<file path="src/rtl/spi_pkg.sv">
// spi_pkg: shared SPI master constants and FSM state encoding
package spi_pkg;
  localparam int DATA_W  = 8;
  localparam int NCS     = 4;
  localparam int CS_W    = $clog2(NCS);
  localparam int N_EDGES = 2 * DATA_W;
  localparam int EDGE_W  = $clog2(N_EDGES + 1);
  typedef enum logic [2:0] {IDLE, LEAD, XFER, TRAIL, DONE} state_t;
endpackage

</file>
<file path="src/rtl/spi_clk_gen.sv">
// spi_clk_gen: SCLK half-period down-counter emitting a one-cycle half_tick strobe
module spi_clk_gen #(
  parameter int CLK_DIV = 4
) (
  input  logic clk,
  input  logic rst,
  input  logic i_clr,
  output logic o_half_tick
);
  localparam int CW = (CLK_DIV > 1) ? $clog2(CLK_DIV) : 1;
  localparam logic [CW-1:0] TOP = CW'(CLK_DIV - 1);
  logic [CW-1:0] r_cnt;
  always_ff @(posedge clk)
    if (rst || i_clr) r_cnt <= TOP;
    else r_cnt <= (r_cnt == '0) ? TOP : r_cnt - 1'b1;
  assign o_half_tick = (r_cnt == '0) && !i_clr;
endmodule

</file>
<file path="src/rtl/spi_master_ctrl.sv">
// spi_master_ctrl: SPI master sequencer driving SCLK/MOSI/CS and capturing MISO
module spi_master_ctrl
  import spi_pkg::*;
#(
  parameter int CLK_DIV = 4
) (
  input  logic              clk,
  input  logic              rst,
  input  logic              spi_en,
  input  logic              master_en,
  input  logic              cpol,
  input  logic              cpha,
  input  logic [CS_W-1:0]   cs_sel,
  input  logic [DATA_W-1:0] tx_data,
  input  logic              tx_start,
  output logic              tx_rdy,
  output logic              tx_done,
  output logic              rx_rdy,
  output logic              rx_done,
  output logic              busy,
  output logic [DATA_W-1:0] rx_data,
  output logic              sclk,
  output logic              mosi,
  input  logic              miso,
  output logic [NCS-1:0]    cs_n
);
  state_t r_state;
  logic r_cpha, r_sclk, r_mosi, r_busy, r_tx_done, r_rx_done;
  logic [DATA_W-1:0] r_tx, r_rx, r_rx_data;
  logic [NCS-1:0] r_cs_n;
  logic [EDGE_W-1:0] r_edge;
  logic w_tick, w_en, w_idle, w_shift, w_sample;
  logic [EDGE_W-1:0] w_edge;
  assign w_en     = spi_en & master_en;
  assign w_idle   = r_state == IDLE;
  assign w_edge   = (r_state == LEAD) ? EDGE_W'(1) : r_edge + 1'b1;
  assign w_shift  = r_cpha ? w_edge[0] : (!w_edge[0] && w_edge != EDGE_W'(N_EDGES));
  assign w_sample = r_cpha ^ w_edge[0];
  assign tx_rdy   = w_idle && w_en;
  assign rx_rdy   = w_idle;
  assign tx_done  = r_tx_done;
  assign rx_done  = r_rx_done;
  assign busy     = r_busy;
  assign rx_data  = r_rx_data;
  assign sclk     = r_sclk;
  assign mosi     = r_mosi;
  assign cs_n     = r_cs_n;
  spi_clk_gen #(.CLK_DIV(CLK_DIV)) u_clk_gen (
    .clk,
    .rst,
    .i_clr(w_idle),
    .o_half_tick(w_tick)
  );
  always_ff @(posedge clk) begin
    if (rst) begin
      r_state   <= IDLE;
      r_cpha    <= 1'b0;
      r_sclk    <= 1'b0;
      r_mosi    <= 1'b0;
      r_busy    <= 1'b0;
      r_tx_done <= 1'b0;
      r_rx_done <= 1'b0;
      r_tx      <= '0;
      r_rx      <= '0;
      r_rx_data <= '0;
      r_cs_n    <= '1;
      r_edge    <= '0;
    end else begin
      r_tx_done <= 1'b0;
      r_rx_done <= 1'b0;
      if (w_idle) begin
        r_sclk <= cpol;
        r_cs_n <= '1;
        r_mosi <= (tx_start && w_en && !cpha) ? tx_data[DATA_W-1] : 1'b0;
        if (tx_start && w_en) begin
          r_state <= LEAD;
          r_busy  <= 1'b1;
          r_cpha  <= cpha;
          r_tx    <= cpha ? tx_data : {tx_data[DATA_W-2:0], 1'b0};
          r_cs_n  <= ~(NCS'(1) << cs_sel);
          r_edge  <= '0;
        end
      end else if (!w_en || r_state == DONE) begin
        r_state <= IDLE;
        r_busy  <= 1'b0;
        r_cs_n  <= '1;
        r_sclk  <= cpol;
        r_mosi  <= 1'b0;
      end else if (w_tick) begin
        if (r_state == TRAIL) begin
          r_state   <= DONE;
          r_rx_data <= r_rx;
          r_tx_done <= 1'b1;
          r_rx_done <= 1'b1;
        end else begin
          r_sclk  <= ~r_sclk;
          r_edge  <= w_edge;
          r_state <= (w_edge == EDGE_W'(N_EDGES)) ? TRAIL : XFER;
          if (w_shift) begin
            r_mosi <= r_tx[DATA_W-1];
            r_tx   <= {r_tx[DATA_W-2:0], 1'b0};
          end
          if (w_sample) r_rx <= {r_rx[DATA_W-2:0], miso};
        end
      end
    end
  end
endmodule
</file>
<file path="config.mk">
export PLATFORM = sky130hd
export DESIGN_NAME = spi_master_ctrl
export DESIGN_NICKNAME = d
export VERILOG_FILES = /design/src/rtl/spi_pkg.sv /design/src/rtl/spi_clk_gen.sv /design/src/rtl/spi_master_ctrl.sv
export SDC_FILE = /design/constraint.sdc
export NUM_CORES = 1
export LEC_CHECK = 0
export BUFFER_PORTS_ARGS = -buffer_cell sky130_fd_sc_hd__buf_2
export CAP_MARGIN = 20
export CORE_ASPECT_RATIO = 0.6
export CORE_MARGIN = 8
export CORE_UTILIZATION = 50
export CTS_CLUSTER_SIZE = 14
export DETAILED_ROUTE_END_ITERATION = 6
export HOLD_SLACK_MARGIN = 0.03
export PLACE_DENSITY = 0.76
export SLEW_MARGIN = 5
export SYNTH_ARGS = -nofsm -noshare
export SYNTH_HDL_FRONTEND = slang
export SYNTH_SLANG_ARGS = --single-unit
</file>
<file path="constraint.sdc">
create_clock -name clk -period 1.98 [get_ports clk]
set_clock_uncertainty 0.2 [all_clocks]
set_input_delay 0.198 -clock clk [delete_from_list [all_inputs] [get_ports clk]]
set_output_delay 0.198 -clock clk [all_outputs]
set_load 0.005 [all_outputs]
</file>
==> results.tsv <==
metric	value	unit
# rows	18	
CP cell instances	or3_4 -> o21ai_4 -> nand3_4 -> or3_1 -> a21oi_1	
Critical Path AT	1940	ps
Final Hold Viols	0	
Clock Latency Late Sink	300	ps
Worst Hold Class	in -> reg	
Placer Congestion	0.938	
count leader, synth	dfxtp_1	
total gr overflow	0	
number of buffers created by CTS	5	
unrepaired setup endpoints after global routing	yes	
yosys warns	0	
TritonCTS clock tree	yes	
number of global-route vias before repair	1774	
sequential fraction of the synthesis area	40.4	%
pwr/cell area	655	nW/um^2
TritonRoute pass-1 iters	5	
CP max stage cell	or3_4	
reg2reg start	r_state[0]	
setup slack, reg-to-reg	70	ps
Synth top area share	40.4	%
nature of the critical path endpoint	flop	
mux cell area share after synthesis	11.8	%
hold path depth	4	
Distinct cells, synth	47	
full die area	6670	sq um
Placed Instances	346	
DR WL/cell	14.7	um
Rel. slew slack	73.0	%
Fmax	523	MHz
DIE WIDTH	100	um
area of the mapped netlist	2130	sq um
Final Routed Wirelength	5.32	mm
RR Endpoint	r_tx[2]	
setup ws final	69.6	ps
Routed Antenna Nets	0	
status	finished clean	
worst reg2reg path depth	5	
MaxCap Viol Count	0	
io pins	37	
Iteration-0 DRC Markers	185	
largest net degree at the start of global routing	27	
Finished Layout Cells	361	
leak pwr	1.12	nW
top cells by count, synth	dfxtp_1 (43), nor2_1 (36), a21oi_1 (27)	
htree depth	2	
# DRC	0	
simple-gate share of the synthesized area	23.7	%
Critical Path Max Stage Delay	430	ps
area of the core	4100	sq um
Startpoint Class	flop	
Mapped Nets	272	
IO Port Bufs	36	
xor and xnor fraction of the mapped netlist area	0.823	%
Peak VDD IR	0.333	mV
largest area contributor in the netlist	dfxtp_1	
first-pass GRT wire length	8.55	mm
final worst path period share	96.5	%
gate count after technology mapping	252	
Primary FF master, synth	dfxtp_1	
fin crit period	1910	ps
crit-path max FO	8	
Setup Viol. Count Final	0	
clock sinks	43	
number of synthesized flops with an enable pin	0	
Worst Hold End	r_tx[0]	
CP required	2010	ps
Via Count	1976	
DP Wirelength	3.80	mm
largest family of logic cells by synthesized area	simple AND/OR/NAND/NOR gates	
Clock Tree Root	clkbuf_8	
Seq cells post-synth	43	
share of post-route cells with drive strength above 1	29.6	%
WS Path Type	reg -> reg	
Max Root-Sink Buffers	2	
clock slew at reported path FFs	80	ps
Placement Setup Slack	28.6	ps
nets@finish	320	
FFs w/ async S/R, synth	0	%
Compound-Gate Fraction of Synth Area	17.0	%
final hold slack	53.9	ps
hold_sp	tx_data[0]	
antenna violations before repair	0	
Final Slew Violations	0	
Area contributors post-synth	dfxtp_1 (40%), mux2i_1 (12%), a21oi_1 (6.3%)	
antenna cells	0	
initial core utilization	52.0	%
Worst-Margin Slew	405	ps
post-synthesis adder-cell area fraction	1.18	%
Area Overhead vs Synth	25.9	%
Avg Synthesized Cell Area	8.45	sq um
vias per cell	5.47	
Chip Height	66.6	um
gr usage total	15.7	%
## flip-flops by register name, summed over array words and instances, names as in the netlist
name / flops
u_clk_gen.r_cnt: 2
rx_data: 8
r_edge: 5
r_rx: 8
r_state: 3
r_cpha: 1
cs_n: 4
mosi: 1
sclk: 1
busy: 1
r_tx: 8
rx_done: 1
## what timing repair did
action / in CTS / in global routing
hold buffers: 4 / 0
endpoints found under the hold margin: 5 / 0
setup endpoints to repair: 8 / 21
gates cloned: 0 / 1
gates resized for setup: 0 / 23
pin swaps: 1 / 9
buffers inserted: 2 / 0
## layout by cell type (no fill, tap or decap), types with 2 or more instances in the layout
master	n
dfxtp_1	39
nor2_1	36
buf_2	36
mux2i_1	25
a21oi_1	23
buf_4	14
nand2_1	12
o21ai_0	12
or3_1	7
nor3_1	7
inv_1	6
clkbuf_8	6
nand2b_1	5
nand3_1	5
a21oi_2	4
o21ai_1	4
dlygate4sd3_1	4
nor2b_1	3
o22ai_1	3
dfxtp_2	3
or3_4	2
nor2_2	2
nor2b_2	2
nand4_1	2
a31oi_1	2
a22oi_1	2
o32ai_1	2
ha_2	2
buf_12	2
## report_power, final
group          switching [mW]  internal, mW  leakage, nW
Sequential            0.00861         0.875        0.350
Combinational          0.0894        0.0716        0.709
Clock                   0.303         0.408       0.0612
Total                   0.401          1.36         1.12
## routing by layer
| metal | vias to the layer above | GRT usage (%) | part of all wire, % | routed length (um) |
|---|---|---|---|---|
| met5 | - | 0 | 0 | 0 |
| met4 | 0 | 3.55 | 0.75 | 40 |
| met3 | 5 | 4.16 | 5.9 | 313 |
| met2 | 57 | 23.4 | 45 | 2380 |
| met1 | 925 | 22.0 | 49 | 2580 |
| li1 | 989 | - | - | - |
## stage by stage
stage	utilization (%)	setup TNS [ps]	cell area (sq um)	power (mW)
floorplan	-	0	2130	0.991
global placement	59.5	0	2440	1.04
detailed placement	59.5	0	2440	1.05
CTS	63.7	0	2610	1.74
global route	65.4	-87.2	2680	1.82
finish	65.4	0	2680	1.76
## kinds of logic (layout without fill, tap and decap cells)
logic type | count (synthesis) | in the layout
adder cells (fa/ha/maj) | 2 | 2
AO/OA/AOI/OAI | 60 | 60
flip-flops | 43 | 43
AND/OR/NAND/NOR | 97 | 98
XOR/XNOR | 2 | 2
buffers and inverters | 23 | 71
multiplexers | 25 | 25
## worst max path at each step
stage,slack (ps),start,end,cells past startpoint
after floorplan,7,r_state[1],r_rx[7],7
after global placement,10,r_state[0],r_rx[1],5
after detailed placement,30,r_state[0],r_rx[7],5
after CTS,30,r_state[0],r_rx[0],6
after global routing,-20,r_state[0],r_tx[0],5
final,70,r_state[0],r_tx[2],5
## layout make-up
type,instances,area (sq um)
Clock buffer,6,82.6
Clock inverter,2,35.0
Fill cell,357,1420
Inverter,6,22.5
Multi-Input combinational cell,187,1220
Sequential cell,43,868
Tap cell,60,75.1
Timing Repair Buffer,57,377
## worst max-delay path: cells and delay by family, from the launching register on
kind,cells,cell delay [ps]
AOI/OAI and AO/OA,2,330
and+or+nand+nor,3,940
DFF,1,370
No activity file was read; power rests on OpenSTA's default activity.
